--- src/rtl/seg7_capture_decoder.sv ---
// seg7_capture_decoder
// Recovers the hex digit behind an active-low seven-segment pattern. The
// pattern is synchronised and debounced, then decoded. Each newly settled
// digit is offered once on a valid/ready handshake. Patterns that are not
// blank and do not match a hex digit are flagged and counted.
//
// Ports
//   CLOCK_50   in   1      system clock, rising edge
//   resetn     in   1      asynchronous active-low reset
//   seg_in     in   7      raw pattern, active-low, [0]=a (top) .. [6]=g (middle)
//   out_ready  in   1      consumer takes the offered digit this cycle
//   out_valid  out  1      out_nibble/out_err carry a new digit
//   out_nibble out  4      decoded digit, 0 when out_err=1
//   out_err    out  1      pattern was non-blank and undecodable
//   err_count  out  ERR_W  errored digits emitted, saturating
module seg7_capture_decoder #(
  parameter int unsigned STABLE_CYCLES = 4,
  parameter int unsigned ERR_W         = 8
) (
  input  logic             CLOCK_50,
  input  logic             resetn,
  input  logic [6:0]       seg_in,
  input  logic             out_ready,
  output logic             out_valid,
  output logic [3:0]       out_nibble,
  output logic             out_err,
  output logic [ERR_W-1:0] err_count
);

  localparam int unsigned      CNT_W     = (STABLE_CYCLES > 1) ? $clog2(STABLE_CYCLES) : 1;
  localparam logic [CNT_W-1:0] CNT_MAX   = CNT_W'(STABLE_CYCLES - 1);
  localparam logic [CNT_W-1:0] CNT_ZERO  = CNT_W'(0);
  localparam logic [CNT_W-1:0] CNT_ONE   = CNT_W'(1);
  localparam logic [ERR_W-1:0] ERR_ONE   = ERR_W'(1);
  localparam logic [ERR_W-1:0] ERR_MAX   = {ERR_W{1'b1}};
  localparam logic [6:0]       SEG_BLANK = 7'h7F;

  typedef enum logic [1:0] {
    SETTLE      = 2'd0,
    HOLD        = 2'd1,
    WAIT_CHANGE = 2'd2
  } state_e;

  // Returns {legal, nibble}; legal=0 for anything that is not a hex digit.
  function automatic logic [4:0] decode_seg(input logic [6:0] seg);
    logic [4:0] res;
    case (seg)
      7'h40:   res = 5'h10;
      7'h79:   res = 5'h11;
      7'h24:   res = 5'h12;
      7'h30:   res = 5'h13;
      7'h19:   res = 5'h14;
      7'h12:   res = 5'h15;
      7'h02:   res = 5'h16;
      7'h78:   res = 5'h17;
      7'h00:   res = 5'h18;
      7'h10:   res = 5'h19;
      7'h08:   res = 5'h1A;
      7'h03:   res = 5'h1B;
      7'h46:   res = 5'h1C;
      7'h21:   res = 5'h1D;
      7'h06:   res = 5'h1E;
      7'h0E:   res = 5'h1F;
      default: res = 5'h00;
    endcase
    return res;
  endfunction

  logic [6:0]       sync1_q, sync2_q;
  logic [6:0]       seg_s;
  logic [6:0]       seg_prev_q, seg_prev_d;
  logic [6:0]       captured_q, captured_d;
  logic [CNT_W-1:0] count_q, count_d;
  state_e           state_q, state_d;
  logic             valid_q, valid_d;
  logic [3:0]       nibble_q, nibble_d;
  logic             err_q, err_d;
  logic [ERR_W-1:0] err_cnt_q, err_cnt_d;
  logic [4:0]       dec_s;

  assign seg_s = sync2_q;
  assign dec_s = decode_seg(seg_s);

  // Two-flop synchroniser for the asynchronous pattern bus.
  always_ff @(posedge CLOCK_50 or negedge resetn) begin
    if (!resetn) begin
      sync1_q <= SEG_BLANK;
      sync2_q <= SEG_BLANK;
    end else begin
      sync1_q <= seg_in;
      sync2_q <= sync1_q;
    end
  end

  // State, debounce and output registers.
  always_ff @(posedge CLOCK_50 or negedge resetn) begin
    if (!resetn) begin
      state_q    <= SETTLE;
      seg_prev_q <= SEG_BLANK;
      captured_q <= SEG_BLANK;
      count_q    <= CNT_ZERO;
      valid_q    <= 1'b0;
      nibble_q   <= 4'h0;
      err_q      <= 1'b0;
      err_cnt_q  <= {ERR_W{1'b0}};
    end else begin
      state_q    <= state_d;
      seg_prev_q <= seg_prev_d;
      captured_q <= captured_d;
      count_q    <= count_d;
      valid_q    <= valid_d;
      nibble_q   <= nibble_d;
      err_q      <= err_d;
      err_cnt_q  <= err_cnt_d;
    end
  end

  // Next-state logic: debounce in SETTLE, freeze in HOLD, re-arm in WAIT_CHANGE.
  always_comb begin
    state_d    = state_q;
    seg_prev_d = seg_prev_q;
    captured_d = captured_q;
    count_d    = count_q;
    valid_d    = valid_q;
    nibble_d   = nibble_q;
    err_d      = err_q;
    err_cnt_d  = err_cnt_q;

    case (state_q)
      SETTLE: begin
        seg_prev_d = seg_s;
        if (seg_s == seg_prev_q) begin
          count_d = (count_q == CNT_MAX) ? CNT_MAX : (count_q + CNT_ONE);
        end else begin
          count_d = CNT_ZERO;
        end
        // Qualification is judged on the count being written this edge so
        // that the digit appears on the same edge the count reaches its limit.
        if (count_d == CNT_MAX) begin
          captured_d = seg_s;
          if (seg_s == SEG_BLANK) begin
            state_d = WAIT_CHANGE;
          end else if (dec_s[4]) begin
            state_d  = HOLD;
            valid_d  = 1'b1;
            nibble_d = dec_s[3:0];
            err_d    = 1'b0;
          end else begin
            state_d  = HOLD;
            valid_d  = 1'b1;
            nibble_d = 4'h0;
            err_d    = 1'b1;
            err_cnt_d = (err_cnt_q == ERR_MAX) ? ERR_MAX : (err_cnt_q + ERR_ONE);
          end
        end else begin
          state_d = SETTLE;
        end
      end
      HOLD: begin
        if (out_ready) begin
          valid_d = 1'b0;
          state_d = WAIT_CHANGE;
        end else begin
          state_d = HOLD;
        end
      end
      WAIT_CHANGE: begin
        if (seg_s != captured_q) begin
          count_d    = CNT_ZERO;
          seg_prev_d = seg_s;
          state_d    = SETTLE;
        end else begin
          state_d = WAIT_CHANGE;
        end
      end
      default: begin
        state_d = SETTLE;
        valid_d = 1'b0;
        count_d = CNT_ZERO;
      end
    endcase
  end

  assign out_valid  = valid_q;
  assign out_nibble = nibble_q;
  assign out_err    = err_q;
  assign err_count  = err_cnt_q;

endmodule
--- config.mk ---
export PLATFORM = sky130hd
export DESIGN_NAME = seg7_capture_decoder
export DESIGN_NICKNAME = d
export VERILOG_FILES = /design/src/rtl/seg7_capture_decoder.sv
export SDC_FILE = /design/constraint.sdc
export NUM_CORES = 1
export LEC_CHECK = 0
export BUFFER_PORTS_ARGS = -buffer_cell sky130_fd_sc_hd__buf_2
export CAP_MARGIN = 20
export CORE_MARGIN = 1.5
export CORE_UTILIZATION = 33
export CTS_BUF_LIST = sky130_fd_sc_hd__clkbuf_4 sky130_fd_sc_hd__clkbuf_8 sky130_fd_sc_hd__clkbuf_16
export DETAILED_ROUTE_END_ITERATION = 10
export MAX_ROUTING_LAYER = met4
export PLACE_DENSITY = 0.61
export SLEW_MARGIN = 30
export SYNTH_ARGS = -nofsm -noshare
export SYNTH_HDL_FRONTEND = slang
export SYNTH_SLANG_ARGS = --single-unit
--- constraint.sdc ---
create_clock -name CLOCK_50 -period 2.1 [get_ports CLOCK_50]
set_input_delay 0.105 -clock CLOCK_50 [delete_from_list [all_inputs] [get_ports CLOCK_50]]
set_output_delay 0.105 -clock CLOCK_50 [all_outputs]
set_load 0.005 [all_outputs]
==> results of run 1 <==
-- layer usage --
layer,share of wire,vias to the layer above,GRT usage
li1,-,905,-
met1,0.50,936,0.1929
met2,0.46,34,0.2146
met3,0.029,4,0.03139
met4,0.0079,0,0.03077
met5,0,-,-
-- power by group through the flow --
stage | combinational [W] | clock, W | sequential [W]
CTS | 0.000154 | 0.000585 | 0.000952
global route | 0.000190 | 0.000624 | 0.000955
finish | 0.000172 | 0.000560 | 0.000950
detailed placement | 0.000137 | 0 | 0.000968
floorplan | 0.0000954 | 0 | 0.000948
global placement | 0.000135 | 0 | 0.000967
-- flip-flops by register name, indices dropped and copies added (netlist names), 2 cells and up --
name        cells
captured_q      7
state_q         2
seg_s           7
seg_prev_q      7
count_q         2
out_nibble      4
err_count       8
sync1_q         7
-- worst register-to-register path, delay by kind of cell (launching register included) --
family	cells	cell delay (ps)
AOI/OAI and AO/OA	2	360
buffers and inverters	1	170
DFF	1	620
muxes	1	360
and+or+nand+nor	2	480
-- final timing paths --
kind / from / endpoint / slack (ps) / cells past startpoint
hold / removal: sync1_q[2]$_DFF_PN1_ / seg_s[2]$_DFF_PN1_ / 360 / 0
max in group asynchronous: resetn / seg_s[5]$_DFF_PN1_ / 950 / 3
hold reg to reg: sync1_q[2]$_DFF_PN1_ / seg_s[2]$_DFF_PN1_ / 360 / 0
setup / recovery: seg_s[1]$_DFF_PN1_ / err_count[4]$_DFFE_PN0P_ / 20 / 6
min in group asynchronous: resetn / out_valid$_DFFE_PN0P_ / 410 / 2
setup reg to reg: seg_s[1]$_DFF_PN1_ / err_count[4]$_DFFE_PN0P_ / 20 / 6
-- kinds of logic (layout without fill, tap and decap cells) --
group,Yosys count,in the layout
and+or+nand+nor,77,77
xor gates and xnor gates,14,14
muxes,24,24
AOI/OAI and AO/OA,35,35
DFF,46,46
adders and majority gates,1,1
buffers and inverters,20,74
-- per-stage QoR --
step                      instances  area [um^2]  setup TNS [ps]  hold slack [ps]
after floorplan                 217         2454               0           -190.6
after global placement          346         2771          -193.2            210.7
after detailed placement        346         2771          -395.3            211.2
after CTS                       364         2975               0            360.7
after global routing            370         3124          -155.2            362.4
final                           370         3124               0            359.2
-- synth_stat cells, drive strengths merged, types with 2 or more instances --
library cell	instances
a21boi	2
a21o	2
a21oi	8
a31oi	2
a32oi	2
and2	3
and3	5
and4	5
buf	10
clkbuf	2
dfrtp	18
dfstp	28
inv	8
mux2	21
mux2i	3
nand2	12
nand3	6
nand4	10
nor2	12
nor3	4
nor4	9
nor4bb	4
o21ai	8
o22ai	2
xnor2	7
xor2	7
-- final cells by class --
type	instances	area share
Inverter	8	0.009612
Sequential cell	46	0.3797
Clock buffer	5	0.02203
Tap cell	99	0.03965
Timing Repair Buffer	58	0.1346
Clock inverter	3	0.008010
Multi-Input combinational cell	151	0.4065
-- timing repair --
action                                  4_1_cts  5_1_grt
endpoints found under the hold margin        26        0
resized for setup                             3       21
setup buffers                                 1        6
endpoints found under the setup margin       11       18
hold buffers                                  9        0
pin swaps                                     0        4
==> results.yml, run 1 <==
outcome:
  outcome: "finished, final reports clean"
die:
  die_h_um: 89.23
  die_w_um: 89.23
  rows: 31
  initial_core_util: 0.3401
  die-area_um2: 7961
  boundaryPins: 24
  fp.coreArea_um2: 7214
power_and_ir_drop:
  pwr-share-comb: 0.103
  switchingPower_w: 0.0004335
  peakVddDrop_mv: 0.4616
  p_sw_frac: 0.2577
  pwr-share-seq: 0.565
  power.density_nw_per_um2: 538.3
  power.total_w: 0.001682
  power.internal_w: 0.001248
  power_frac_clock: 0.333
  p_leak_nw: 1.293
logic_synthesis:
  syn_nets: 228
  yosys_most_used_dff: "dfstp_2"
  ys_seq_area_frac: 0.4834
  synth_top_area_frac: 0.2998
  yosysWarnings: 0
  synth_xor_area_frac: 0.04997
  yosys.area.top_type: "dfstp_2"
  synth_area_um2: 2454
  synthMuxAreaShare: 0.1101
  async_flop_share: 1.000
  synth_compound_area_frac: 0.1091
  synth_edf_count: 0
  synth_area_leaders: "dfstp_2 30%, dfrtp_1 18%, mux2_2 9.2%"
  synth_top_family_by_area: "simple AND/OR/NAND/NOR gates"
  syn_area_per_cell_um2: 11.31
  ys_types: 50
  synthCells: 217
  yosys_register_bits: 46
  synthAdderAreaFrac: 0.005099
  yosys.area_share.simple: 0.2040
clock_tree:
  cts_buffer_depth: 2
  cts_buffers: 5
  cts_tree: "yes"
  htreeDepth: 2
  cts-root-buf: "clkbuf_8"
  clk_latency_ps: 300
  clk_pin_slew_worst_paths_ps: 90
  clock-sinks: 46
global_route:
  grt_pass1_vias: 1697
  grt_max_degree: 34
  grt_pass1_wl_um: 8487
  grt_overflow: 0
  antenna_found_initial: 0
  grt.total_usage: 0.1411
route:
  drc: 0
  postRouteAntennaNets: 0
  wirelength_um: 5204
  route.vias.total: 1879
  via_per_inst: 5.078
  avgRoutedWirePerCell_um: 14.06
  drt_iter0_drc: 113
  drt_pass1_iterations: 4
finish:
  final_cell_mix: "28 x dfstp_2, 23 x buf_2, 23 x buf_4"
  final_nets: 281
  ff_latch_area_um2: 1186
  area_delta_synth_final_pct: 27.33
  post-route-util: 0.4331
  drive_above_1_share: 0.4539
  final_common_cell: "dfstp_2"
  multiInputGateArea_um2: 1270
  fillers: 690
  antenna_cells: 0
placed_design:
  pre_cts_ws_ps: -77.06
  dp_hpwl_um: 3483
  gp_congestion: 0.8250
  portBuffers: 23
setup_path:
  start_kind: "flip-flop"
  cpMaxStageDelayCell: "dfstp_2"
  cp.arrival_ps: 2270
  crit_fanout: 8
  cp_top_family: "flip-flops"
  crit_chain: "and4b_1 -> o21ai_2 -> o311ai_4 -> buf_12 -> nor4_2 -> mux2_2"
  crit_buf_inv: 1
  crit_required_ps: 2290
  cp-end-kind: "flip-flop"
  path_class: "flip-flop to flip-flop"
  critPathMaxStageDelay_ps: 620
timing:
  hold_viol_final: 0
  fmax_mhz: 481.4
  relSlewSlack: 0.4853
  finalSetupViolations: 0
  worst_clock_skew_ps: 4.675
  tightestPinTransition_ps: 772.0
  fin_crit_sh: 0.9893
  rsz0062_at_grt: "yes"
  layout_setup_ws_ps: 22.56
  min_period_ps: 2077
  drv_slew: 0
run:
  cap_viol_max_count: 0
hold_path:
  hold_path.class: "flip-flop to flip-flop"
Power figures use the tool's default switching activity.
==> run 2, diff against run 1 <==
PLACE_DENSITY = 0.6   (was 0.61)
clock period = 2.4 ns   (was 2.1 ns; I/O delays follow)
==> run 2 against run 1 <==
Global-route usage up 0.15 points. Worst hold slack got worse by 340 ps. Register-to-register slack better by 170 ps. Critical path depth is the same. Power down 14%. Count of clock-buffer cells in the layout is the same. Clock power shrank 15%. Core utilization decreased by 2.5 points. Die area is the same. Routed wire length is 3.9% lower. Critical path type unchanged. Largest cell class is now sequential cells. Highest routed layer unchanged.
==> results.yml, run 2 (synthesized netlist as in run 1, its figures left out) <==
route:
  drc: 0
  avgRoutedWirePerCell_um: 13.97
  route.vias.total: 1816
  via_per_inst: 5.073
  drt_iter0_drc: 87
  drt_pass1_iterations: 5
  postRouteAntennaNets: 0
  wirelength_um: 5000
finish:
  multiInputGateArea_um2: 1184
  post-route-util: 0.4081
  final_common_cell: "dfstp_2"
  final_cell_mix: "27 x dfstp_2, 23 x buf_2, 20 x mux2_2"
  fillers: 701
  final_nets: 269
  antenna_cells: 0
  final_area_um2: 2944
  largest_register_ffs: 8
  drive_above_1_share: 0.4015
  area_delta_synth_final_pct: 19.99
  ff_latch_area_um2: 1190
global_route:
  grt_use_met1: 0.1794
  grtUsageMet3: 0.03324
  grt_pass1_vias: 1717
  busiest_layer: "met2"
  grt_use_met2: 0.2256
  antenna_found_initial: 0
  grt_max_degree: 38
  grt.total_usage: 0.1425
  grt_overflow: 0
  grt_pass1_wl_um: 8383
die:
  rows: 31
  fp.coreArea_um2: 7214
  die_h_um: 89.23
  die-area_um2: 7961
  initial_core_util: 0.3401
  boundaryPins: 24
  die_w_um: 89.23
timing:
  rsz0062_at_grt: "no"
  tightestPinTransition_ps: 507.0
  relSlewSlack: 0.6612
  tns_ps: 0
  finalHoldWorstSlack_ps: 14.59
  hold_viol_final: 0
  min_period_ps: 2211
  finalSetupViolations: 0
  drv_slew: 0
  fin_crit_sh: 0.9211
  fmax_mhz: 452.4
  worst_clock_skew_ps: 6.796
setup_path:
  ff2ff_path_depth: 6
  cp.arrival_ps: 2440
  r2r_end: "captured_q[3]$_DFFE_PN1P_"
  crit_required_ps: 2630
  crit_start: "seg_s[6]$_DFF_PN1_"
  crit_fanout: 12
  r2r_setup_slack_ps: 190
  cp-end-kind: "flip-flop"
  start_kind: "flip-flop"
  worstReg2RegStart: "seg_s[6]$_DFF_PN1_"
  path_class: "flip-flop to flip-flop"
outcome:
  outcome: "finished, final reports clean"
clock_tree:
  cts-root-buf: "clkbuf_8"
  clk_latency_ps: 300
  cts_tree: "yes"
  clk_pin_slew_worst_paths_ps: 90
  clock-sinks: 46
  htreeDepth: 2
  cts_buffer_depth: 2
  cts_buffers: 5
power_and_ir_drop:
  power.density_nw_per_um2: 488.6
  peakVddDrop_mv: 0.3647
  power.total_w: 0.001438
  p_leak_nw: 1.230
hold_path:
  min-delay-start: "out_ready"
  hold_depth: 2
  holdPathEnd: "state_q[0]$_DFF_PN0_"
  hold_path.class: "input port to flip-flop"
run:
  cap_viol_max_count: 0
placed_design:
  placed_cell_area_um2: 2726
  gp_congestion: 0.8591
  portBuffers: 23
  dp_hpwl_um: 3421
==> run 2: changes by cell type in the layout (fill, tap and decap cells not counted), moves of 2 or more <==
cell / previous run / this run
nor4_4: 5 / 2
nor4_1: 2 / 5
mux2_4: 4 / 1
buf_6: 2 / 0
mux2_2: 17 / 20
buf_4: 23 / 14
nand3_1: 2 / 4
==> run 2: worst max path at each step <==
stage / endpoint / slack [ps] / depth (start not counted)
2_1_floorplan: err_count[0]$_DFFE_PN0P_ / 300 / 6
3_3_place_gp: err_count[6]$_DFFE_PN0P_ / 150 / 6
3_5_place_dp: err_count[6]$_DFFE_PN0P_ / 130 / 5
4_1_cts: err_count[2]$_DFFE_PN0P_ / 100 / 5
5_1_grt: captured_q[0]$_DFFE_PN1P_ / 70 / 6
6_report: captured_q[3]$_DFFE_PN1P_ / 190 / 6
==> run 2: worst max-delay path, cell delays in order, from the launching register on <==
cell     delay (ps)
dfstp_2         670
xor2_1          130
nor4_4          370
buf_4           190
and2_1          210
nand3_2         230
mux2_2          340
==> run 2: cell type report <==
cell class              count  area share
repair buffers             46      0.1113
multi-input cells         151      0.4020
flip-flops and latches     46      0.4042
inverters                   8     0.01020
well taps                  99     0.04207
clock inverters             3    0.006800
clock buffers               5     0.02337
==> run 2: through the flow <==
stage	cells	setup slack, ps
after floorplan	217	295.8
after global placement	340	154.2
after detailed placement	340	125.3
after CTS	356	98.57
after global routing	358	71.23
final	358	189.4
==> run 2: where the power goes <==
part | internal, W | switching, W
Combinational | 0.0000598 | 0.0000653
Clock | 0.000206 | 0.000270
Sequential | 0.000809 | 0.0000280
Total | 0.00107 | 0.000364
==> run 2: repair_timing <==
action	in CTS	in global routing
gates resized for setup	0	3
setup endpoints to repair	0	4
endpoints found under the hold margin	25	0
setup buffers	0	1
hold buffers	8	0
==> run 2: per-layer routing <==
layer,wire length (um),share of wire,vias to the layer above
met4,66,0.013,0
met2,2245,0.45,45
met1,2488,0.50,877
met3,200,0.040,9
met5,0,0,-
li1,-,-,885
